**src/rtl/ysyx_bus_sched_pkg.sv**
```systemverilog
// Shared bus definitions: scheduler FSM states, starvation default, AXI size helper.
package ysyx_bus_sched_pkg;

    localparam int unsigned StarveMaxDefault = 4;

    typedef enum logic [2:0] {
        StIdle,
        StAr,
        StR,
        StAww,
        StB
    } bus_state_e;

    // AXI size (log2 bytes) from an LSB-aligned byte mask; unknown masks map to a word.
    function automatic logic [2:0] size_from_strb(input logic [3:0] strb);
        case (strb)
            4'h1:    return 3'd0;
            4'h3:    return 3'd1;
            default: return 3'd2;
        endcase
    endfunction

endpackage

```
**src/rtl/ysyx_bus_sched.sv**
```systemverilog
// Two-requester (IFU/LSU) scheduler onto a single 64-bit AXI master, one transaction in flight.
module ysyx_bus_sched
    import ysyx_bus_sched_pkg::*;
#(
    parameter int unsigned STARVE_MAX = StarveMaxDefault
) (
    input  logic        clk,
    input  logic        rst,
    input  logic [31:0] ifu_addr,
    input  logic        ifu_valid,
    output logic        ifu_done_o,
    input  logic [31:0] lsu_addr,
    input  logic        lsu_valid,
    input  logic        lsu_we,
    input  logic [31:0] lsu_wdata,
    input  logic [3:0]  lsu_strb,
    output logic        lsu_done_o,
    output logic [31:0] rdata_o,
    output logic        err_o,
    output logic [31:0] io_master_araddr,
    output logic [2:0]  io_master_arsize,
    output logic        io_master_arvalid,
    input  logic        io_master_arready,
    input  logic [63:0] io_master_rdata,
    input  logic [1:0]  io_master_rresp,
    input  logic        io_master_rvalid,
    output logic        io_master_rready,
    output logic [31:0] io_master_awaddr,
    output logic [2:0]  io_master_awsize,
    output logic        io_master_awvalid,
    input  logic        io_master_awready,
    output logic [63:0] io_master_wdata,
    output logic [7:0]  io_master_wstrb,
    output logic        io_master_wlast,
    output logic        io_master_wvalid,
    input  logic        io_master_wready,
    input  logic [1:0]  io_master_bresp,
    input  logic        io_master_bvalid,
    output logic        io_master_bready
);

    localparam int unsigned CntW = $clog2(STARVE_MAX + 1);
    localparam logic [CntW-1:0] StarveMax = CntW'(STARVE_MAX);

    bus_state_e      state_q;
    logic [CntW-1:0] starve_q;
    logic            lsu_sel_q;   // 1 = current transaction belongs to the LSU
    logic [31:0]     addr_q;
    logic            we_q;
    logic [31:0]     wdata_q;
    logic [3:0]      strb_q;
    logic            awvalid_q;
    logic            wvalid_q;
    logic            ifu_done_q;
    logic            lsu_done_q;
    logic [31:0]     rdata_q;
    logic            err_q;

    logic        lsu_win;
    logic        ifu_win;
    logic        may_grant;
    logic        aw_done;
    logic        w_done;
    logic [31:0] lane;
    logic [3:0]  strb_sh;

    // Arbitration: LSU first unless it has starved a waiting IFU for STARVE_MAX grants.
    always_comb begin
        lsu_win   = lsu_valid && (!ifu_valid || (starve_q < StarveMax));
        ifu_win   = ifu_valid && !lsu_win;
        // No grant while a done pulse is out, so the finished requester can drop valid.
        may_grant = !ifu_done_q && !lsu_done_q;
        aw_done   = !awvalid_q || io_master_awready;
        w_done    = !wvalid_q || io_master_wready;
        lane      = wdata_q << {addr_q[1:0], 3'b000};
        strb_sh   = strb_q << addr_q[1:0];
    end

    // Scheduler FSM with latched request, handshake flags and response registers.
    always_ff @(posedge clk) begin
        if (rst) begin
            state_q    <= StIdle;
            starve_q   <= '0;
            lsu_sel_q  <= 1'b0;
            addr_q     <= '0;
            we_q       <= 1'b0;
            wdata_q    <= '0;
            strb_q     <= '0;
            awvalid_q  <= 1'b0;
            wvalid_q   <= 1'b0;
            ifu_done_q <= 1'b0;
            lsu_done_q <= 1'b0;
            rdata_q    <= '0;
            err_q      <= 1'b0;
        end else begin
            ifu_done_q <= 1'b0;
            lsu_done_q <= 1'b0;
            unique case (state_q)
                StIdle: begin
                    if (may_grant && lsu_win) begin
                        lsu_sel_q <= 1'b1;
                        addr_q    <= lsu_addr;
                        we_q      <= lsu_we;
                        wdata_q   <= lsu_wdata;
                        strb_q    <= lsu_strb;
                        if (ifu_valid && (starve_q < StarveMax)) begin
                            starve_q <= starve_q + 1'b1;
                        end
                        if (lsu_we) begin
                            awvalid_q <= 1'b1;
                            wvalid_q  <= 1'b1;
                            state_q   <= StAww;
                        end else begin
                            state_q <= StAr;
                        end
                    end else if (may_grant && ifu_win) begin
                        lsu_sel_q <= 1'b0;
                        addr_q    <= ifu_addr;
                        we_q      <= 1'b0;
                        wdata_q   <= '0;
                        strb_q    <= 4'hF;
                        starve_q  <= '0;
                        state_q   <= StAr;
                    end
                end
                StAr: begin
                    if (io_master_arready) begin
                        state_q <= StR;
                    end
                end
                StR: begin
                    if (io_master_rvalid) begin
                        rdata_q <= addr_q[2] ? io_master_rdata[63:32] : io_master_rdata[31:0];
                        err_q   <= (io_master_rresp != 2'b00);
                        if (lsu_sel_q) begin
                            lsu_done_q <= 1'b1;
                        end else begin
                            ifu_done_q <= 1'b1;
                        end
                        state_q <= StIdle;
                    end
                end
                StAww: begin
                    if (awvalid_q && io_master_awready) begin
                        awvalid_q <= 1'b0;
                    end
                    if (wvalid_q && io_master_wready) begin
                        wvalid_q <= 1'b0;
                    end
                    if (aw_done && w_done) begin
                        state_q <= StB;
                    end
                end
                StB: begin
                    if (io_master_bvalid) begin
                        err_q      <= (io_master_bresp != 2'b00);
                        lsu_done_q <= 1'b1;
                        state_q    <= StIdle;
                    end
                end
                default: state_q <= StIdle;
            endcase
        end
    end

    assign ifu_done_o        = ifu_done_q;
    assign lsu_done_o        = lsu_done_q;
    assign rdata_o           = rdata_q;
    assign err_o             = err_q;

    assign io_master_araddr  = addr_q;
    assign io_master_arsize  = size_from_strb(strb_q);
    assign io_master_arvalid = (state_q == StAr);
    assign io_master_rready  = (state_q == StR);

    assign io_master_awaddr  = addr_q;
    assign io_master_awsize  = size_from_strb(strb_q);
    assign io_master_awvalid = awvalid_q;
    assign io_master_wdata   = {lane, lane};
    assign io_master_wstrb   = addr_q[2] ? {strb_sh, 4'b0000} : {4'b0000, strb_sh};
    assign io_master_wlast   = wvalid_q;
    assign io_master_wvalid  = wvalid_q;
    assign io_master_bready  = (state_q == StB);

    // we_q is kept for debug visibility of the granted transaction type.
    logic unused_we;
    assign unused_we = we_q;

endmodule

```
**config.mk**
```make
export PLATFORM = sky130hd
export DESIGN_NAME = ysyx_bus_sched
export DESIGN_NICKNAME = d
export VERILOG_FILES = /design/src/rtl/ysyx_bus_sched_pkg.sv /design/src/rtl/ysyx_bus_sched.sv
export SDC_FILE = /design/constraint.sdc
export NUM_CORES = 1
export LEC_CHECK = 0
export CAP_MARGIN = 20
export CELL_PAD_IN_SITES_DETAIL_PLACEMENT = 1
export CELL_PAD_IN_SITES_GLOBAL_PLACEMENT = 1
export CORE_MARGIN = 2
export CORE_UTILIZATION = 27
export CTS_CLUSTER_DIAMETER = 60
export DETAILED_ROUTE_END_ITERATION = 8
export GPL_TIMING_DRIVEN = 1
export PLACE_DENSITY = 0.93
export SETUP_SLACK_MARGIN = 0.15
export SYNTH_ARGS = -nofsm -noshare
export SYNTH_HDL_FRONTEND = slang
export SYNTH_SLANG_ARGS = --single-unit
```
**constraint.sdc**
```tcl
create_clock -name clk -period 2.5 [get_ports clk]
set_input_delay 0.625 -clock clk [delete_from_list [all_inputs] [get_ports clk]]
set_output_delay 0.625 -clock clk [all_outputs]
set_load 0.01 [all_outputs]
```
* Word-level counts from Yosys, hierarchy flattened
Index checks and enable logic that the tools add are counted.
Word-level totals: register bits after elaboration 112, input port bits 178, output and inout bits 183, word-level logic and storage cells 102
Operators by class: add/subtract/negate cells 1, order comparisons 1, eq/ne operators 16, shift-type cells 2, mux-type cells 36, bitwise logic cells 2, reductions and logical operators 32
Operators by type and width (number):
- two-way mux 32 bit | 5
- left shift 32 x 5 -> 32 bit | 1
- two-way mux 3 bit | 9
- one-hot mux 3 bit (5 select lines) | 1
- != test 2 bit (second input constant) | 7
- two-way mux 1 bit | 12
- nonzero test 2 bit | 5
- logical AND 1 bit | 9
- two-way mux 4 bit | 2
- two-way mux 8 bit | 1
- one-hot mux 1 bit (2 select lines) | 4
- AND reduction 4 bit | 2
- equality test 3 x 2 -> 1 bit (second input constant) | 2
- zero test 1 bit | 6
- AND reduction 3 bit | 2
- AND reduction 5 bit | 1
- equality test 4 x 1 -> 1 bit (second input constant) | 1
- equality test 4 x 2 -> 1 bit (second input constant) | 1
- != test 2 x 1 -> 1 bit (second input constant) | 2
- one-hot mux 2 bit (2 select lines) | 1
- AND reduction 2 bit | 2
- left shift 4 x 2 -> 4 bit | 1
- adder 3 x 1 -> 3 bit (second input constant) | 1
- equality test 3 x 1 -> 1 bit (second input constant) | 1
- 8 further kinds | 11

* Longest topological paths before layout
word-level depth 9, mapped depth 6, gate-level depth less buffers 4

* Worst setup path after synthesis
Ideal clock, no wire load.
path type register to output, start reg addr_q[1] (netlist: io_master_araddr[1]), end out io_master_wdata[54], arrival time 1536 ps, required time 1875 ps, slack 339 ps, stages on the path, launching flop included 6, path buffers 3, path through dfxtp_1 -> buf_2 -> buf_2 -> mux2i_1 -> o21ai_0 -> buf_4
Between the ends: longest elaborated chain between the ends 1
RTL lines:
- from (decl) | RTL line ysyx_bus_sched.sv:48 | logic [31:0] addr_q;
- from (signal assigned) | RTL line ysyx_bus_sched.sv:102 | addr_q <= lsu_addr;
- from (signal assigned) | RTL line ysyx_bus_sched.sv:118 | addr_q <= ifu_addr;
- left shift 32 x 5 -> 32 bit | RTL line ysyx_bus_sched.sv:75 | lane = wdata_q << {addr_q[1:0], 3'b000};
- to (decl) | RTL line ysyx_bus_sched.sv:32 | output logic [63:0] io_master_wdata,
No other way between the ends.

* Worst setup path after layout
start reg addr_q[1] (netlist: io_master_araddr[1]), end out io_master_wdata[51]
The elaborated chain is that of the path after synthesis.

==> impl_results.md <==
- Arrival @ worst endpoint: approximately 1.8 ns
- Pleak: 3.95 nW
- P_int: 4.83 mW
- Fillcell total: between 2k and 2.5k
- DRT iter0 DRCs: between 150 and 200
- Gate Count Post-Synth: roughly 660
- Die X: roughly 150 um
- Routed wire per std cell: around 20 um
- Layout cells sized above 1: between 10% and 20%
- Flop pwr share: approximately a third
- Period utilisation layout: between 90% and 100%
- Sequential fraction of the synthesis area: 37.0%
- Vias post-DR: about 6.1k
- Worst-path clk slew: about 0.08 ns
- Slowest cell on the critical path: dfxtp_4
- Count leader, synth: nor2_1
- Crit Path Category: flop to output pin
- Sw Pwr: ~2.8 mW
- Post-synth ARST share: 0%
- Syn. warnings: 0
- Synth area leader: dfxtp_1
- Crit path launch type: flop
- Combinational share of power: about half
- Placed wire-length estimate: around 18,000 um
- Worst Setup SP: io_master_araddr[1]$_SDFFE_PP0P_
- Root Buffer: clkbuf_16
- H-tree depth: 3
- Commonest cells post-synth: nor2_1 (121), dfxtp_1 (112), mux2i_1 (84), buf_4 (75), a211oi_2 (38)
- Outcome: completed
- #FFs+latches synth: ~110
- Mean Syn Cell Area: between 9 and 10 um^2
- Post-DRT Antenna Nets: 0
- Clk pwr share: between 10% and 20%
- Largest cells by area after synthesis: dfxtp_1 (37%), mux2i_1 (14%), buf_4 (9.3%)
- RSZ-0062 raised after global routing: yes
- Pre-antenna DRT Iters: 4
- Critical path required time: ~1.9 ns
- Synth Cell Area: slightly above 6000 um^2
- Fin. max-slew vios: 0
- Switch share: between 30% and 40%
- Starting Density: 27.7%
- Pin count of the biggest net entering global routing: between 60 and 70
- Initial antenna violation count: 3
- GRT Total Usage: about 20%
- Ys flop type: dfxtp_1
- CTS tree: done
- Core ar.: 21,900 um^2
- FF-to-FF Start: lsu_done_o$_SDFF_PP0_
- Crit Reg-Reg Endpoint: state_q[2]$_SDFFE_PP0P_
- Tmin final: approximately 2.4 ns
- CP Capture Point: io_master_wdata[51]
- Remaining Overflow, GRT: 0
- Total Nets Final: between 1k and 1.5k
- # DRC: 0
- Final Hold Violating Endpoints: 0
- GP Congestion: 0.893
- Unique masters post-synth: between 40 and 50
- CP max stage delay: roughly 0.38 ns
- Setup_tns: 0 ns
- Most common cell on crit path: buf_12
- Final wirelength: around 25,000 um
- Number of synthesized flops with an enable pin: 0
- Worst r2r path cells: 5
- CTS Buf Count: 9
- Reg2Reg Setup Slack: between 0.7 and 0.8 ns
- Final setup vio count: 0
- Relative slew slack: between 40% and 50%
- Final Skew: between 0.01 and 0.015 ns
- Worst skew pair latency: ~0.35 ns
- Peak VDD IR: 0.324 mV
- Min-Delay Path Class: flop to flop
- Area of the die: between 20,000 and 25,000 um^2
- Max-Cap Viols: 0
- IO buf count: about 360
- Clock sinks: between 100 and 150
- Height of the die: ~150 um
- Kind of cell adding the most delay to the critical path: buffers and inverters
- Critical Path Stages: 8
- Fmax: between 400 and 500 MHz
- Critical Path Sink Type: output pin
- Hold path start: starve_q[1]$_SDFFE_PP0P_
- Vias in the first global route: about 6.5k
- FP Rows: 54
- Pwr/cell area: around 760 nW/um^2
- Via/cell ratio: 4.94
- Number of top-level pins: 361
- Worst-Margin Slew: approximately 0.8 ns
- CTS hold repair buffers: 0
- WHS: between 0.4 and 0.5 ns
- Buf/Inv on CP: 5
- Global-route wire length before repair: around 36,000 um
- Max Buffers Root-to-Sink: 2
- Post-synth top area share: a little under two fifths
- CP Max Fanout: 8
- P&R area growth vs syn: 65.1%
- CP cell instances: buf_12 -> buf_12 -> nor2b_4 -> buf_6 -> buf_4 -> nand2_1 -> o21ai_0 -> buf_2
[registers in the layout (all words and copies together), names as in the netlist]
| signal | count |
|---|---|
| io_master_wlast | 1 |
| state_q | 3 |
| io_master_araddr | 32 |
| lsu_sel_q | 1 |
| lsu_done_o | 1 |
| rdata_o | 32 |
| err_o | 1 |
| io_master_awvalid | 1 |
| wdata_q | 32 |
| strb_q | 4 |
| ifu_done_o | 1 |
| starve_q | 3 |
[power groups by stage]
stage          clock network (mW)  logic, mW  registers (mW)
2_1_floorplan                   0       2.00            2.39
3_3_place_gp                    0       3.49            2.38
3_5_place_dp                    0       3.60            2.40
4_1_cts                      1.54       3.60            2.38
5_1_grt                      1.62       3.97            2.44
6_report                     1.49       3.71            2.40
[logic make-up (layout without fill, tap and decap cells)]
family                   after synthesis  count (layout)  synth area share (%)
adder cells (fa/ha/maj)                1               1                 0.206
other                                  1               5                0.0619
multiplexers                          85              85                  14.1
buffers and inverters                121             414                  13.6
flip-flops                           112             112                  37.0
AND/OR/NAND/NOR                      197             197                  15.3
AO/OA/AOI/OAI                        139             139                  19.8
[timing repair]
action                                  CTS  global route
setup buffers                             5             6
endpoints found under the setup margin   75            29
resized for setup                       155            42
pin swaps                                 2             3
gates cloned                              3             0
[cell usage in the layout (no fill, tap or decap), types with 21 or more instances in the layout]
cell,instances
nand2_1,21
nor2_1,120
buf_4,23
a211oi_1,31
a22oi_1,33
mux2i_1,78
dlygate4sd2_1,41
clkdlybuf4s50_1,285
a211oi_2,40
dfxtp_1,105
[worst min-delay path, stage by stage, from the launching register on]
cell and delay, ns:
dfxtp_1 0.32, nand2_1 0.05, a21oi_1 0.05
[metrics by stage]
| step | std cells | cell area [um^2] | total power [mW] | utilization (%) | setup slack [ns] |
|---|---|---|---|---|---|
| global placement | 1200 | 9490 | 5.87 | 43.4 | 0.171 |
| CTS | 1224 | 9860 | 7.52 | 45.0 | 0.0635 |
| global route | 1233 | 10000 | 8.03 | 45.7 | 0.0141 |
| detailed placement | 1200 | 9490 | 6.00 | 43.4 | 0.144 |
| finish | 1233 | 10000 | 7.60 | 45.7 | 0.0884 |
| floorplan | 657 | 6060 | 4.39 | - | 0.339 |
[per-layer routing]
layer	global-route usage [%]	routed length (um)	part of all wire [%]	up-vias
met5	0	0	0	-
met4	10.1	1200	4.8	0
met3	3.92	1590	6.4	61
met2	38.4	13300	54	310
met1	19.5	8650	35	2902
li1	-	-	-	2819
[worst min-delay path by stage]
| stage | endpoint | slack, ns | depth (start not counted) |
|---|---|---|---|
| finish | starve_q[1]$_SDFFE_PP0P_ | 0.46 | 2 |
| CTS | starve_q[1]$_SDFFE_PP0P_ | 0.46 | 2 |
| global placement | starve_q[1]$_SDFFE_PP0P_ | 0.44 | 2 |
| floorplan | starve_q[1]$_SDFFE_PP0P_ | 0.44 | 2 |
| detailed placement | starve_q[1]$_SDFFE_PP0P_ | 0.45 | 2 |
| global route | starve_q[1]$_SDFFE_PP0P_ | 0.48 | 2 |
[layout make-up]
class                   instances  area, um^2  share of cell area (%)
diodes                          3        7.51                  0.0751
clock buffers                  10         239                    2.39
clock inverters                 6        65.1                   0.650
inverters                       1        3.75                  0.0375
multi-input cells             424        3150                    31.4
flip-flops and latches        112        2260                    22.6
well taps                     280         350                    3.50
repair buffers                397        3940                    39.3
Power figures use the tool's default switching activity.
